File: src/rtl/i2s_pkg.sv
// Shared types and helpers for the I2S sample receiver.
package i2s_pkg;

  typedef enum logic {
    SYNC = 1'b0,
    RECV = 1'b1
  } state_e;

  localparam logic CH_LEFT  = 1'b0;
  localparam logic CH_RIGHT = 1'b1;

  // Emit mask indexed by slot: bit CH_LEFT for WS-low words, bit CH_RIGHT for WS-high words.
  function automatic logic [1:0] emit_mask(input string ch);
    logic [1:0] m;
    m = 2'b00;
    if (ch == "left")       m = 2'b01;
    else if (ch == "right") m = 2'b10;
    else if (ch == "both")  m = 2'b11;
    return m;
  endfunction

endpackage

File: src/rtl/i2s_sample_rx_sync_edge_det.sv
// Multi-bit 2-FF synchroniser with an extra stage for edge detection.
module sync_edge_det #(
  parameter int W = 1
) (
  input  logic         clk_i,
  input  logic         rst_ni,
  input  logic [W-1:0] d_i,
  output logic [W-1:0] lvl_o,
  output logic [W-1:0] rise_o,
  output logic [W-1:0] fall_o
);

  logic [W-1:0] s1_q, s2_q, s3_q;

  // Two metastability stages followed by the previous-level register.
  always_ff @(posedge clk_i or negedge rst_ni) begin
    if (!rst_ni) begin
      s1_q <= '0;
      s2_q <= '0;
      s3_q <= '0;
    end else begin
      s1_q <= d_i;
      s2_q <= s1_q;
      s3_q <= s2_q;
    end
  end

  assign lvl_o  = s2_q;
  assign rise_o = s2_q & ~s3_q;
  assign fall_o = ~s2_q & s3_q;

endmodule

File: src/rtl/i2s_sample_rx.sv
// I2S receiver: oversampled pins, MSB-first deserialiser, one strobe per emitted slot.
module i2s_sample_rx
  import i2s_pkg::*;
#(
  parameter int    DW      = 16,
  parameter string CHANNEL = "left",
  parameter int    TIMEOUT = 1024
) (
  input  logic          clk_i,
  input  logic          rst_ni,
  input  logic          i2s_sck_i,
  input  logic          i2s_ws_i,
  input  logic          i2s_sd_i,
  output logic [DW-1:0] data_o,
  output logic          start_o,
  output logic          chan_o,
  output logic          lost_o
);

  localparam int         CW   = $clog2(DW + 1);
  localparam int         IW   = $clog2(TIMEOUT + 1);
  localparam logic [1:0] EMIT = emit_mask(CHANNEL);

  // Pin bit order: 0 = SCK, 1 = WS, 2 = SD. WS/SD share SCK's synchroniser depth.
  logic [2:0] pin_lvl, pin_rise, pin_fall;

  sync_edge_det #(.W(3)) u_sync (
    .clk_i  (clk_i),
    .rst_ni (rst_ni),
    .d_i    ({i2s_sd_i, i2s_ws_i, i2s_sck_i}),
    .lvl_o  (pin_lvl),
    .rise_o (pin_rise),
    .fall_o (pin_fall)
  );

  logic rise, ws, sd;
  assign rise = pin_rise[0];
  assign ws   = pin_lvl[1];
  assign sd   = pin_lvl[2];

  logic unused_pins;
  assign unused_pins = ^{pin_lvl[0], pin_rise[2:1], pin_fall};

  state_e          state_q, state_d;
  logic [DW-1:0]   sr_q, sr_d;
  logic [CW-1:0]   cnt_q, cnt_d;
  logic            ws_prev_q, ws_prev_d;
  logic            ws_vld_q, ws_vld_d;   // ws_prev_q holds a real sample
  logic [IW-1:0]   idle_q, idle_d;
  logic [DW-1:0]   data_q, data_d;
  logic            start_q, start_d;
  logic            chan_q, chan_d;
  logic            lost_q, lost_d;

  logic [DW-1:0]   sr_sh;
  logic [CW-1:0]   cnt_sh;
  logic            ws_chg;

  // State and datapath registers.
  always_ff @(posedge clk_i or negedge rst_ni) begin
    if (!rst_ni) begin
      state_q   <= SYNC;
      sr_q      <= '0;
      cnt_q     <= '0;
      ws_prev_q <= 1'b0;
      ws_vld_q  <= 1'b0;
      idle_q    <= '0;
      data_q    <= '0;
      start_q   <= 1'b0;
      chan_q    <= 1'b0;
      lost_q    <= 1'b0;
    end else begin
      state_q   <= state_d;
      sr_q      <= sr_d;
      cnt_q     <= cnt_d;
      ws_prev_q <= ws_prev_d;
      ws_vld_q  <= ws_vld_d;
      idle_q    <= idle_d;
      data_q    <= data_d;
      start_q   <= start_d;
      chan_q    <= chan_d;
      lost_q    <= lost_d;
    end
  end

  // Next state: shift on SCK rise, emit on WS change, drop to SYNC on idle timeout.
  always_comb begin
    state_d   = state_q;
    sr_d      = sr_q;
    cnt_d     = cnt_q;
    ws_prev_d = ws_prev_q;
    ws_vld_d  = ws_vld_q;
    idle_d    = idle_q;
    data_d    = data_q;
    chan_d    = chan_q;
    start_d   = 1'b0;
    lost_d    = 1'b0;

    // Candidate shift: bit k lands at sr[DW-1-k]; bits beyond DW are dropped.
    sr_sh  = sr_q;
    cnt_sh = cnt_q;
    if (cnt_q < CW'(DW)) begin
      for (int i = 0; i < DW; i++)
        if (cnt_q == CW'(DW - 1 - i)) sr_sh[i] = sd;
      cnt_sh = cnt_q + CW'(1);
    end

    ws_chg = ws_vld_q && (ws != ws_prev_q);

    if (rise) begin
      idle_d    = '0;
      ws_prev_d = ws;
      ws_vld_d  = 1'b1;
      unique case (state_q)
        SYNC: begin
          if (ws_chg) begin
            state_d = RECV;
            sr_d    = '0;
            cnt_d   = '0;
          end
        end
        RECV: begin
          if (!ws_chg) begin
            sr_d  = sr_sh;
            cnt_d = cnt_sh;
          end else begin
            // The bit on the WS-change rise is the LSB slot of the ending word.
            if (cnt_sh != '0 && EMIT[ws_prev_q]) begin
              data_d  = sr_sh;
              chan_d  = ws_prev_q;
              start_d = 1'b1;
            end
            sr_d  = '0;
            cnt_d = '0;
          end
        end
        default: state_d = SYNC;
      endcase
    end else if (idle_q != IW'(TIMEOUT)) begin
      idle_d = idle_q + IW'(1);
      if (idle_d == IW'(TIMEOUT)) begin
        lost_d   = 1'b1;
        state_d  = SYNC;
        sr_d     = '0;
        cnt_d    = '0;
        ws_vld_d = 1'b0;
      end
    end
  end

  assign data_o  = data_q;
  assign start_o = start_q;
  assign chan_o  = chan_q;
  assign lost_o  = lost_q;

endmodule

File: config.mk
export PLATFORM = sky130hd
export DESIGN_NAME = i2s_sample_rx
export DESIGN_NICKNAME = d
export VERILOG_FILES = /design/src/rtl/i2s_pkg.sv /design/src/rtl/i2s_sample_rx_sync_edge_det.sv /design/src/rtl/i2s_sample_rx.sv
export SDC_FILE = /design/constraint.sdc
export NUM_CORES = 1
export LEC_CHECK = 0
export BUFFER_PORTS_ARGS = -buffer_cell sky130_fd_sc_hd__buf_4
export CORE_MARGIN = 1.5
export CORE_UTILIZATION = 29
export CTS_BUF_LIST = sky130_fd_sc_hd__clkbuf_16
export DETAILED_ROUTE_END_ITERATION = 8
export GPL_ROUTABILITY_DRIVEN = 0
export SYNTH_ARGS = -nofsm -noshare
export SYNTH_HDL_FRONTEND = slang
export SYNTH_SLANG_ARGS = --single-unit
File: constraint.sdc
create_clock -name clk_i -period 2.7 [get_ports clk_i]
set_input_delay 0.27 -clock clk_i [delete_from_list [all_inputs] [get_ports clk_i]]
set_output_delay 0.27 -clock clk_i [all_outputs]
set_load 0.05 [all_outputs]
==> results.toml, run 1 <==
[detailed_routing]
drt_iter0_drc = 137
vias = 2231
routed_wl_um = 6030
wl_per_cell_um = 12.8
drc = 0
first_pass_iters = 4
detail_route.vias_per_cell = 4.75
postRouteAntennaNets = 0

[cells_and_area]
num-fill-cells = 1016
area_growth_pct = 21.2
fin_util_pct = 36.7
antenna_cells = 0
multi_input_area_um2 = 1350
seqCellArea_um2 = 1530
nNetsFinal = 344
layout.cells.non_filler = 470
drive_above_1_share_pct = 13.6

[logic_synthesis]
yosys.area.top_type = "dfrtp_1"
synthMuxAreaShare_pct = 5.34
synthSimpleGateAreaFrac_pct = 20.5
synth_compound_area_share_pct = 13.0
synthXorXnorAreaFrac_pct = 3.22
yosys_warnings = 0
avgSynthCellArea_um2 = 9.76
synth_edf_count = 0
ys_seq_area_share_pct = 50.9
synth_top_family_by_area = "simple AND/OR/NAND/NOR gates"
yosysMostFrequentCell = "dfrtp_1"
synthFlopType = "dfrtp_1"
synth_area_leaders = "dfrtp_1 (51%), nand2_1 (5.4%), mux2i_1 (5.3%)"
synth_area_um2 = 3000
ys_seq_elements = 61
synth.distinct_cells = 42
synthArstFlopShare_pct = 100
synthAdderAreaFrac_pct = 2.92
synth_commonest_cells = "dfrtp_1 (61), nand2_1 (43), o21ai_0 (29), nor2_1 (21), nand3_1 (20)"
syn_nets = 319
synth.top_cell.area_share_pct = 50.9
syn_inst = 307

[clocking]
clock_path_buffers = 2
cts_hold_buffers = 0
clkSinkCount = 61
htreeDepth = 3
cts_tree = "yes"
clk_root_buffer_cell = "clkbuf_16"
cts_buffers = 9
path_clk_slew_ns = 0.05
clock_latency_ns = 0.32

[timing]
rsz0062_at_grt = "no"
fmax_ghz = 0.394
layout_min_cycle_time_ns = 2.54
setup_viol = 0
hold_viol = 0
fin_crit_sh_pct = 94.0
worst_slack_ns = 0.161
timing.setup.tns_ns = 0
max_slew_margin_pct = 48.4
finClkSkew_ns = 0.00754
slew_viol_final = 0
worst_slew_pin_slew_ns = 0.775

[power]
p_seq_share_pct = 36.9
p_int_mw = 2.10
p_clk_share_pct = 43.5
combPwrFrac_pct = 19.6
p_per_area_nw_per_um2 = 806
switchingPower_mw = 0.829
p_total_mw = 2.93
swShare_pct = 28.3
ir_drop_uv = 321
p_leak_nw = 1.76

[worst_setup_path]
path_max_fanout = 16
cp_cell_sequence = "ha_1 -> nand2_1 -> nor3_1 -> mux2i_1 -> or4b_4 -> o21a_1 -> buf_4 -> a21o_1"
worst-path-buf-inv = 1
cp-start-kind = "register"
cp.arrival_ns = 2.75
crit_family = "simple AND/OR/NAND/NOR gates"
crit_type = "reg2reg"
crit_slowest_cell = "or4b_4"
max_stage_delay_ns = 0.51
setup.worst_path.end_class = "register"
required_ns = 2.91

[die]
die-area_um2 = 11000
initial_core_util_pct = 30.2
num_rows = 36
die_x_um = 105
ios = 24
core_area_um2 = 9910
die_y_um = 105

[global_routing]
gr-usage-all-layers_pct = 12.2
overflow = 0
grtUsageMet3_pct = 2.62
grt_max_degree = 62
grt_pass1_vias = 2262
grt_busiest_layer = "met2"
grt_pass1_wl_um = 10800
use_met1_pct = 15.7
grt_use_met2_pct = 19.3
antenna_found_initial = 0

[placed_design]
place_hpwl_um = 4100
place_inst = 453
numPortBuffers = 23
post-place-ws_ns = 0.219

[worst_hold_path]
hold_path.class = "in2async"

[run]
drv_cap = 0

[outcome]
outcome = "finished clean"
[power groups by stage]
| stage | registers, mW | logic (mW) | clock network (mW) |
|---|---|---|---|
| after global routing | 1.10 | 0.636 | 1.34 |
| final | 1.08 | 0.575 | 1.27 |
| after global placement | 1.09 | 0.570 | 0 |
| after CTS | 1.08 | 0.581 | 1.30 |
| after floorplan | 1.20 | 0.308 | 0 |
| after detailed placement | 1.10 | 0.576 | 0 |
[routing by layer]
metal | vias to the layer above | share of wire (%)
li1 | 1117 | -
met1 | 1073 | 48
met2 | 32 | 46
met3 | 9 | 2.8
met4 | 0 | 2.3
met5 | - | 0
[worst reg2reg max path, delay by kind of cell, from the launching register on]
family / cells / cell delay, ns
fa+ha+maj: 1 / 0.20
buf+inv: 1 / 0.19
compound gates: 2 / 0.42
mux: 1 / 0.30
flops: 1 / 0.42
simple gates: 3 / 0.90
[flip-flops by register name (all words and copies together), names as in the netlist, 3 cells and up]
signal	cells
idle_q	11
cnt_q	5
data_o	16
sr_q	16
u_sync.s1_q	3
u_sync.lvl_o	3
[timing repair]
action | CTS | global route
setup endpoints to repair | 0 | 14
gates resized for setup | 0 | 0
buffers inserted | 0 | 1
[cell families (layout without fill, tap and decap cells)]
family	Yosys count	after routing
adder cells (fa/ha/maj)	7	7
buffers and inverters	24	54
AO/OA/AOI/OAI	63	63
flip-flops	61	61
multiplexers	16	16
XOR/XNOR	11	11
AND/OR/NAND/NOR	125	125
[metrics by stage]
step / cell area, µm² / hold slack [ns]
6_report: 3630 / 0.00796
5_1_grt: 3630 / 0.0427
3_5_place_dp: 3290 / 0.337
4_1_cts: 3620 / 0.0434
3_3_place_gp: 3290 / 0.334
2_1_floorplan: 3000 / -0.0256
[final timing paths]
path / slack, ns / depth (start not counted) / startpoint / to
setup / recovery: 0.16 / 8 / idle_q[1] / sr_q[1]
hold / removal: 0.008 / 1 / rst_ni / idle_q[5]
setup reg to reg: 0.16 / 8 / idle_q[1] / sr_q[1]
hold reg to reg: 0.35 / 0 / u_sync.s1_q[2] / u_sync.lvl_o[2]
max in group asynchronous: 2.15 / 1 / rst_ni / idle_q[8]
min in group clk_i: 0.05 / 1 / i2s_sck_i / u_sync.s1_q[0]
[placed cells by master, fill, tap and decap left out, types with 4 or more instances in the layout]
cell	Yosys	routed
buf_4	1	31
ha_1	7	7
nand3_1	20	20
nor2b_1	8	8
clkbuf_16	0	9
a21oi_1	5	5
dfrtp_1	61	61
inv_1	7	9
nand2_1	43	43
o21ai_0	29	29
nand4_1	5	5
xor2_1	5	5
nor3_1	8	8
xnor2_1	6	6
o2bb2ai_1	4	4
mux2i_1	16	16
nor2_1	21	21
and3_1	4	4
nand2b_1	4	4
a21o_1	12	12
[cell type report]
| cell class | count | share of cell area, % |
|---|---|---|
| Clock buffer | 9 | 6.20 |
| Timing Repair Buffer | 31 | 6.41 |
| Multi-Input combinational cell | 222 | 37.1 |
| Clock inverter | 7 | 2.93 |
| Tap cell | 133 | 4.58 |
| Inverter | 7 | 0.723 |
| Sequential cell | 61 | 42.0 |
No activity file was read; power rests on OpenSTA's default activity.
==> run 2: changes to the inputs <==
Settings changed: CORE_UTILIZATION 29 to 38.
==> results.toml, run 2 (synthesis gave the netlist of run 1 again) <==
[run]
drv_cap = 0

[power]
ir_drop_uv = 374
p_seq_share_pct = 39.2
p_leak_nw = 1.73
swShare_pct = 30.1
p_per_area_nw_per_um2 = 772
p_int_mw = 1.91
combPwrFrac_pct = 21.6
p_clk_share_pct = 39.2
switchingPower_mw = 0.824
p_total_mw = 2.74

[clocking]
cts_buffers = 9
clock_latency_ns = 0.32
cts_hold_buffers = 0
cts_tree = "yes"
clkSinkCount = 61
path_clk_slew_ns = 0.05
htreeDepth = 3
cts_setup_buffers = 0
clock_path_buffers = 2
clk_root_buffer_cell = "clkbuf_16"

[timing]
fmax_ghz = 0.404
setup_viol = 0
worst_slew_pin_slew_ns = 0.772
rsz0062_at_grt = "no"
max_slew_margin_pct = 48.5
slew_viol_final = 0
hold_viol = 0
fin_crit_sh_pct = 91.6
layout_min_cycle_time_ns = 2.47
finClkSkew_ns = 0.00726
timing.setup.tns_ns = 0

[detailed_routing]
highest_layer = "met4"
first_pass_iters = 4
routed_wl_um = 5870
wl_met1_um = 3000
wl_per_cell_um = 13.4
drc = 0
detail_route.vias_per_cell = 5.05
met3WireLength_um = 188
postRouteAntennaNets = 0
wl_met2_um = 2570
drt_iter0_drc = 130
vias = 2211

[die]
num_rows = 32
core_area_um2 = 7690
initial_core_util_pct = 39.0
die_y_um = 91.8
ios = 24
die_x_um = 91.8
die-area_um2 = 8430

[worst_hold_path]
hold_path.class = "in2async"

[cells_and_area]
drive_above_1_share_pct = 14.3
area_growth_pct = 18.4
layout_common_cells = "dfrtp_1 (61), nand2_1 (43), buf_4 (31), o21ai_0 (29), nor2_1 (21)"
layout.cells.non_filler = 438
final_area_um2 = 3550
nNetsFinal = 344
final_common_cell = "dfrtp_1"
antenna_cells = 0

[worst_setup_path]
cp-start-kind = "register"
cp.arrival_ns = 2.68
required_ns = 2.91
crit_type = "reg2reg"
path_max_fanout = 16
setup.worst_path.end_class = "register"

[global_routing]
gr-usage-all-layers_pct = 15.7
grt_pass1_vias = 2151
overflow = 0
grt_max_degree = 62
grt_pass1_wl_um = 10300
antenna_found_initial = 0

[placed_design]
numPortBuffers = 23
place_hpwl_um = 3920
place_inst = 423
place_area_um2 = 3260

[outcome]
outcome = "finished clean"
==> run 2: layout make-up <==
class / count / area (µm²)
repair buffers: 31 / 233
clock buffers: 9 / 225
clock inverters: 6 / 56.3
flip-flops and latches: 61 / 1530
well taps: 102 / 128
multi-input cells: 222 / 1350
inverters: 7 / 26.3
fillers: 771 / 4140
==> run 2: through the flow <==
| step | hold slack [ns] | setup slack (ns) | utilization, % |
|---|---|---|---|
| after floorplan | -0.0256 | 0.174 | - |
| after global placement | 0.333 | 0.280 | 42.4 |
| after detailed placement | 0.335 | 0.185 | 42.4 |
| after CTS | 0.0415 | 0.201 | 46.1 |
| after global routing | 0.0430 | 0.0694 | 46.2 |
| final | 0.0285 | 0.227 | 46.2 |
==> run 2: what timing repair did <==
| action | in CTS | in global routing |
|---|---|---|
| hold endpoints to repair | 0 | 0 |
| resized for setup | 0 | 1 |
| setup endpoints to repair | 0 | 1 |
==> run 2: power by group through the flow <==
stage,sequential (mW),combinational (mW),clock [mW]
2_1_floorplan,1.20,0.308,0
3_3_place_gp,1.08,0.586,0
3_5_place_dp,1.09,0.594,0
4_1_cts,1.07,0.596,1.11
5_1_grt,1.09,0.653,1.14
6_report,1.07,0.591,1.07
==> run 2: worst max-delay path: stages (launching register included) <==
cell     delay, ns
dfrtp_1       0.43
ha_1          0.22
buf_4         0.16
nand3_1       0.09
xor2_1        0.19
nand3_1       0.13
or4b_4        0.52
o21a_1        0.22
buf_4         0.20
a21o_1        0.20
==> run 2: worst paths after layout <==
path,start,endpoint,slack [ns],cells past startpoint
min in group clk_i,i2s_sd_i,u_sync.s1_q[2],0.05,1
setup reg to reg,idle_q[1],sr_q[4],0.23,9
max in group asynchronous,rst_ni,data_o[13],2.17,1
hold reg to reg,u_sync.s1_q[0],u_sync.lvl_o[0],0.35,0
hold / removal,rst_ni,u_sync.s1_q[0],0.03,1
setup / recovery,idle_q[1],sr_q[4],0.23,9
==> run 2: per-layer routing <==
metal / vias to the layer above / GRT usage [%]
met4: 0 / 8.46
met1: 1051 / 22.1
met2: 30 / 22.6
met3: 7 / 3.23
met5: - / 0
li1: 1123 / -
